[src/rtl/stream_mux_rr.sv]
// stream_mux_rr: registered N-channel stream multiplexer with valid/ready
// handshakes. The channel is picked either by the sel port (MODE=0) or by a
// round-robin arbiter (MODE=1). A single output register gives 1-cycle
// latency and full throughput.
module stream_mux_rr #(
  parameter int WIDTH    = 8,
  parameter int CHANNELS = 4,
  parameter int SEL_W    = $clog2(CHANNELS),
  parameter int MODE     = 0
) (
  input  logic                        clk,
  input  logic                        rst,
  input  logic [CHANNELS*WIDTH-1:0]   in_data,
  input  logic [CHANNELS-1:0]         in_valid,
  output logic [CHANNELS-1:0]         in_ready,
  input  logic [SEL_W-1:0]            sel,
  output logic [WIDTH-1:0]            out_data,
  output logic                        out_valid,
  input  logic                        out_ready,
  output logic [SEL_W-1:0]            out_chan
);

  logic [WIDTH-1:0] data_q;
  logic [SEL_W-1:0] chan_q;
  logic             valid_q;
  logic [SEL_W-1:0] ptr_q;

  logic             gnt_vld;
  logic [SEL_W-1:0] gnt;
  logic             can_load;
  logic             xfer;
  logic [WIDTH-1:0] mux_data;

  // Grant: explicit select, or first valid channel after the rr pointer.
  // An out-of-range sel never matches any channel index, so it never grants.
  always_comb begin
    gnt_vld = 1'b0;
    gnt     = '0;
    if (MODE == 0) begin
      for (int i = 0; i < CHANNELS; i++) begin
        if (SEL_W'(i) == sel && in_valid[i]) begin
          gnt_vld = 1'b1;
          gnt     = SEL_W'(i);
        end
      end
    end else begin
      for (int k = CHANNELS; k >= 1; k--) begin
        // Walk from the farthest candidate back to the nearest so the
        // nearest valid channel after ptr_q wins.
        if (in_valid[(int'(ptr_q) + k) % CHANNELS]) begin
          gnt_vld = 1'b1;
          gnt     = SEL_W'((int'(ptr_q) + k) % CHANNELS);
        end
      end
    end
  end

  assign can_load = !valid_q || out_ready;
  assign xfer     = can_load && gnt_vld && !rst;
  assign mux_data = in_data[int'(gnt)*WIDTH +: WIDTH];

  // Ready is one-hot on the granted channel, only when the register can load.
  always_comb begin
    in_ready = '0;
    for (int i = 0; i < CHANNELS; i++) begin
      if (xfer && gnt == SEL_W'(i)) in_ready[i] = 1'b1;
    end
  end

  // Output register: load on transfer, drain on consume, hold on stall.
  always_ff @(posedge clk) begin
    if (rst) begin
      data_q  <= '0;
      chan_q  <= '0;
      valid_q <= 1'b0;
      ptr_q   <= SEL_W'(CHANNELS - 1);
    end else begin
      if (xfer) begin
        data_q  <= mux_data;
        chan_q  <= gnt;
        valid_q <= 1'b1;
        ptr_q   <= gnt;
      end else if (valid_q && out_ready) begin
        valid_q <= 1'b0;
      end
    end
  end

  assign out_data  = data_q;
  assign out_chan  = chan_q;
  assign out_valid = valid_q;

endmodule

[config.mk]
export PLATFORM = sky130hd
export DESIGN_NAME = stream_mux_rr
export DESIGN_NICKNAME = d
export VERILOG_FILES = /design/src/rtl/stream_mux_rr.sv
export SDC_FILE = /design/constraint.sdc
export NUM_CORES = 1
export LEC_CHECK = 0
export ABC_AREA = 1
export BUFFER_PORTS_ARGS = -buffer_cell sky130_fd_sc_hd__buf_4
export CAP_MARGIN = 20
export CELL_PAD_IN_SITES_DETAIL_PLACEMENT = 1
export CELL_PAD_IN_SITES_GLOBAL_PLACEMENT = 1
export CORE_MARGIN = 2
export CORE_UTILIZATION = 25
export DETAILED_ROUTE_END_ITERATION = 6
export PLACE_DENSITY_LB_ADDON = 0.1
export SLEW_MARGIN = 20
export SYNTH_ARGS = -nofsm -noshare
export SYNTH_HDL_FRONTEND = slang
export SYNTH_SLANG_ARGS = --single-unit
[constraint.sdc]
create_clock -name clk -period 1.43 [get_ports clk]
set_input_delay 0.286 -clock clk [delete_from_list [all_inputs] [get_ports clk]]
set_output_delay 0.286 -clock clk [all_outputs]
set_load 0.005 [all_outputs]
==> results of run 1 <==
-- cells by family (layout without fill, tap and decap cells) --
family                 after synthesis  after routing
AND/OR/NAND/NOR                     95             95
buffers and inverters               20             92
flip-flops                          11             11
AO/OA/AOI/OAI                        3              3
-- cells in the final DEF, fill, tap and decap left out --
cell,instances
buf_4,70
nand3_1,45
nand2_1,33
dfxtp_1,10
inv_1,8
inv_2,5
nand3b_1,4
buf_6,4
nor2_1,3
nor2_4,3
clkbuf_4,3
nand3_4,2
nand2_2,2
a21oi_1,2
o21ai_4,1
nor3_4,1
inv_4,1
nand3_2,1
or2_4,1
clkbuf_1,1
dfxtp_2,1
-- metal layers --
metal / up-vias / global-route usage, %
met4: 0 / 4.66
met2: 28 / 31.8
met5: - / 0
li1: 570 / -
met3: 5 / 1.49
met1: 499 / 23.5
-- flip-flops by register name, indices dropped and copies added (netlist names) --
name       count
out_data       8
out_chan       2
out_valid      1
-- per-stage QoR --
| stage | hold slack, ns | util (%) |
|---|---|---|
| finish | 0.309 | 47.9 |
| global route | 0.309 | 47.9 |
| CTS | 0.306 | 46.8 |
| detailed placement | 0.460 | 43.6 |
| global placement | 0.451 | 43.6 |
| floorplan | 0.355 | - |
-- worst reg2reg max path, delay by kind of cell (launching register included) --
kind	cells	cell delay [ns]
buffers and inverters	5	0.46
DFF	1	0.33
and+or+nand+nor	4	0.33
AOI/OAI and AO/OA	1	0.08
-- area by class of cell --
class / instances / area, sq um
sequential: 11 / 221
timing repair buffer: 74 / 571
tap: 44 / 55.1
inverter: 14 / 55.1
multi-input combinational: 98 / 533
clock buffer: 4 / 26.3
fill: 420 / 1590
-- worst max path at each step --
stage,from,endpoint,slack (ns),cells past startpoint
detailed placement,sel[0],in_ready[3],-0.11,8
floorplan,out_valid,in_ready[0],0.15,6
global placement,sel[0],in_ready[3],-0.02,8
finish,out_valid,in_ready[3],-0.13,7
global route,out_valid,in_ready[0],-0.20,7
CTS,out_valid,in_ready[2],-0.15,9
-- repair_timing --
item | 4_1_cts | 5_1_grt
pin swaps | 1 | 1
setup buffers | 4 | 1
resized for setup | 15 | 5
setup endpoints to repair | 4 | 4
-- power breakdown --
group / switching (mW) / total (mW) / internal [mW]
Sequential: 0.0162 / 0.353 / 0.337
Combinational: 0.173 / 0.385 / 0.211
Clock: 0.100 / 0.208 / 0.108
==> results.sh, run 1 <==
export IMPL_grt_max_degree=18
export IMPL_synth_top_family_by_area="simple AND/OR/NAND/NOR gates"
export IMPL_antenna_found_initial=0
export IMPL_synth_fa_ha_area_share_pct=0
export IMPL_gp_congestion=0.768
export IMPL_p_leak_nw=0.767
export IMPL_avgRoutedWirePerCell_um=12.5
export IMPL_slew_headroom_pct=82.8
export IMPL_syn_inst=129
export IMPL_core_area_sq_mm=0.00305
export IMPL_clockBufferDepth=2
export IMPL_synth_fp_nets=170
export IMPL_synth_xor_area_share_pct=0
export IMPL_power_uw=946
export IMPL_die_y_um=60.7
export IMPL_min_to="out_valid"
export IMPL_cp_slowest_cell="dfxtp_2"
export IMPL_wl_met2_um=1710
export IMPL_hold_class="input pin to flip-flop"
export IMPL_ir_drop_uv=203
export IMPL_h_tree_depth=1
export IMPL_fmax_mhz=642
export IMPL_design_area_sq_mm=0.00146
export IMPL_io_buffers=55
export IMPL_detail_route_wirelength_um=3070
export IMPL_ff2ff_setup_slack_ns=0.12
export IMPL_grt_overflow=0
export IMPL_reg2reg_depth=10
export IMPL_layout_drive_gt1_share_pct=47.3
export IMPL_ys_types=18
export IMPL_vias_per_cell=4.50
export IMPL_synth_edf_count=0
export IMPL_setup_viol=4
export IMPL_nets=243
export IMPL_clkLatencyLatePin_ns=0.27
export IMPL_cts_clk_slew_worst_paths_ns=0.07
export IMPL_r2r_start="out_valid"
export IMPL_vias=1102
export IMPL_power_density_mw_per_mm2=647
export IMPL_violations="setup timing"
export IMPL_status="complete, but fails checks"
export IMPL_highest_layer="met4"
export IMPL_worst_slew_pin_slew_ns=0.257
export IMPL_first_pass_iters=3
export IMPL_cap_violations=0
export IMPL_avgSynthCellArea_sq_um=6.24
export IMPL_synth_seq_cells=11
export IMPL_fp_dieArea_sq_mm=0.00369
export IMPL_muxShareOfSynthArea_pct=0
export IMPL_grt_pass1_vias=1120
export IMPL_async_reset_ff_share_pct=0
export IMPL_die_w_um=60.7
export IMPL_cp_top_family="simple AND/OR/NAND/NOR gates"
export IMPL_crit_path_start_kind="flip-flop"
export IMPL_wl_met3_um=109
export IMPL_cts_tree="built"
export IMPL_crit_path_cell_trace="inv_2, nor2_4, nor2_4, o21ai_4, or2_4, inv_2, buf_6"
export IMPL_drv_slew=0
export IMPL_endpoint_kind="output port"
export IMPL_synth_top_cell_by_area="nand3_1"
export IMPL_critPathBufInv=3
export IMPL_wl_met1_um=1230
export IMPL_holdPathStages=3
export IMPL_cts_sinks=11
export IMPL_synth_top_area_share_pct=28.6
export IMPL_grt_pass1_wl_um=4970
export IMPL_rsz0062_at_grt="true"
export IMPL_ant_nets=0
export IMPL_ys_top_cells_by_area="nand3_1 29%, dfxtp_1 27%, nand2_1 15%"
export IMPL_synthToLayoutAreaGrowth_pct=81.6
export IMPL_ys_seq_area_share_pct=27.4
export IMPL_syn_area_sq_um=805
export IMPL_cts_buffers=3
export IMPL_worstPathMaxFanout=4
export IMPL_hold_buffers=0
export IMPL_num_antenna_cells=0
export IMPL_cpPeakStageDelay_ns=0.32
export IMPL_min_period_ns=1.56
export IMPL_synth_compound_area_share_pct=2.33
export IMPL_dp_hpwl_um=2460
export IMPL_track_usage_pct=18.0
export IMPL_worstHoldStart="rst"
export IMPL_worst_slack_ns=-0.127
export IMPL_yosys_cell_count_top_type="nand3_1"
export IMPL_finalHoldViolCount=0
export IMPL_start_util_pct=26.4
export IMPL_yosysWarningCount=0
export IMPL_initialDrtViolationCount=36
export IMPL_worstPathArrival_ns=1.27
export IMPL_synth_simple_area_share_pct=57.9
export IMPL_post_route_drc_count=0
export IMPL_ioPinCount=56
export IMPL_ys_flop_type="dfxtp_1"
export IMPL_critPathRequiredTime_ns=1.14
export IMPL_pre_cts_slack_ns=-0.106
export IMPL_path_class="flip-flop to output port"
export IMPL_period_share_pct=109
export IMPL_r2r_end="out_data[7]"
export IMPL_fin_cells=245
export IMPL_final_setup_tns_ns=-0.417
export IMPL_place_inst=236
export IMPL_synth_common_cells="46 x nand3_1, 33 x nand2_1, 11 x dfxtp_1, 11 x inv_1, 6 x nor2_1"
export IMPL_row_count=20
export IMPL_clock_skew_ns=0.000881
export IMPL_place_area_sq_mm=0.00133
export IMPL_cts_root_buf="clkbuf_4"
(Power assumes the default switching activity.)
==> run 2, diff against run 1 <==
BUFFER_PORTS_ARGS = default   (was -buffer_cell sky130_fd_sc_hd__buf_4)
CORE_UTILIZATION = 38   (was 25)
DONT_BUFFER_PORTS = 1   (was default)
REMOVE_ABC_BUFFERS = 1   (was default)
==> results.sh, run 2 (synthesis results as in run 1) <==
export IMPL_status="complete, but fails checks"
export IMPL_violations="setup timing"
export IMPL_endpoint_kind="output port"
export IMPL_layout_drive_gt1_share_pct=23.7
export IMPL_clock_skew_ns=0.00106
export IMPL_detail_route_wirelength_um=2560
export IMPL_r2r_start="out_valid"
export IMPL_initialDrtViolationCount=4
export IMPL_drv_slew=0
export IMPL_dp_hpwl_um=1830
export IMPL_slew_headroom_pct=80.1
export IMPL_vias=901
export IMPL_row_count=16
export IMPL_critPathRequiredTime_ns=1.14
export IMPL_p_leak_nw=0.459
export IMPL_worst_slack_ns=-0.0567
export IMPL_io_buffers=0
export IMPL_final_cell_mix="45 x nand3_1, 33 x nand2_1, 12 x buf_4, 10 x dfxtp_1, 8 x inv_1"
export IMPL_grt_overflow=0
export IMPL_pre_cts_slack_ns=0.0911
export IMPL_largest_register_ff_count=8
export IMPL_fill_cells=280
export IMPL_worstPathArrival_ns=1.20
export IMPL_num_antenna_cells=0
export IMPL_clockBufferDepth=2
export IMPL_path_class="flip-flop to output port"
export IMPL_finalHoldViolCount=0
export IMPL_antenna_found_initial=0
export IMPL_min_period_ns=1.49
export IMPL_period_share_pct=104
export IMPL_ir_drop_uv=664
export IMPL_startpoint="out_valid"
export IMPL_cts_tree="built"
export IMPL_core_area_sq_mm=0.00198
export IMPL_min_to="out_chan[1]"
export IMPL_gp_congestion=0.758
export IMPL_post_route_drc_count=0
export IMPL_layout_commonest_cell="nand3_1"
export IMPL_clkLatencyLatePin_ns=0.27
export IMPL_cts_buffers=3
export IMPL_worstPathMaxFanout=5
export IMPL_cts_clk_slew_worst_paths_ns=0.07
export IMPL_avgRoutedWirePerCell_um=15.4
export IMPL_synthToLayoutAreaGrowth_pct=17.7
export IMPL_grt_max_degree=20
export IMPL_worstHoldStart="rst"
export IMPL_h_tree_depth=1
export IMPL_place_inst=157
export IMPL_ff2ff_setup_slack_ns=0.13
export IMPL_vias_per_cell=5.43
export IMPL_rsz0062_at_grt="true"
export IMPL_ioPinCount=56
export IMPL_fp_dieArea_sq_mm=0.00250
export IMPL_worst_slew_pin_slew_ns=0.296
export IMPL_crit_path_start_kind="flip-flop"
export IMPL_ant_nets=0
export IMPL_fmax_mhz=673
export IMPL_grt_pass1_wl_um=3980
export IMPL_final_util_pct=47.8
export IMPL_power_density_mw_per_mm2=830
export IMPL_reg2reg_depth=9
export IMPL_place_area_sq_um=843
export IMPL_holdPathStages=1
export IMPL_fin_cells=166
export IMPL_first_pass_iters=2
export IMPL_start_util_pct=40.6
export IMPL_die_y_um=50.0
export IMPL_nets=181
export IMPL_grt_pass1_vias=951
export IMPL_setup_viol=2
export IMPL_cts_root_buf="clkbuf_4"
export IMPL_track_usage_pct=20.7
export IMPL_cts_sinks=11
export IMPL_die_w_um=50.0
export IMPL_cap_violations=0
export IMPL_final_setup_tns_ns=-0.0672
export IMPL_r2r_end="out_chan[0]"
export IMPL_design_area_sq_um=947
export IMPL_hold_class="input pin to flip-flop"
[run 2: layout make-up]
cell class	instances	area, sq um	area share (%)
Clock buffer	3	22.5	2.38
Clock inverter	1	5.00	0.528
Inverter	14	52.6	5.55
Multi-Input combinational cell	98	522	55.1
Sequential cell	11	221	23.4
Tap cell	27	33.8	3.57
Timing Repair Buffer	12	90.1	9.51
[run 2: repair_timing]
action | CTS | global route
pin swaps | 2 | 2
hold buffers | 0 | 0
gates resized for setup | 9 | 4
buffers inserted | 4 | 1
cloned | 0 | 0
endpoints found under the setup margin | 4 | 4
[run 2: routing by layer]
metal | vias up | part of all wire (%) | track usage [%]
met5 | - | 0 | 0
met4 | 0 | 0 | 2.31
met3 | 0 | 7.6 | 8.18
met2 | 38 | 53 | 39.9
met1 | 418 | 39 | 21.0
li1 | 445 | - | -
[run 2: per-stage QoR]
stage | total power, mW | hold slack [ns]
floorplan | 0.491 | 0.355
global placement | 0.544 | 0.358
detailed placement | 0.551 | 0.361
CTS | 0.783 | 0.0662
global route | 0.858 | 0.0476
finish | 0.786 | 0.0762
[run 2: where the power goes]
part	internal [mW]	switching [mW]	total, mW
combinational	0.0887	0.124	0.213
clock	0.103	0.110	0.214
sequential	0.337	0.0222	0.359
[run 2: worst max-delay path by stage]
stage             endpoint  slack, ns  cells past startpoint
5_1_grt        in_ready[3]      -0.13                      6
3_3_place_gp   in_ready[3]       0.15                      6
4_1_cts        in_ready[3]      -0.08                      6
3_5_place_dp   in_ready[3]       0.09                      6
6_report       in_ready[3]      -0.06                      6
2_1_floorplan  in_ready[2]      -0.19                      6
[run 2: critical path: stages (launching register included)]
cell and delay [ns]:
dfxtp_2 0.33, inv_2 0.06, nor2_4 0.04, nor2_4 0.11
o21ai_4 0.09, or2_4 0.24, inv_2 0.06
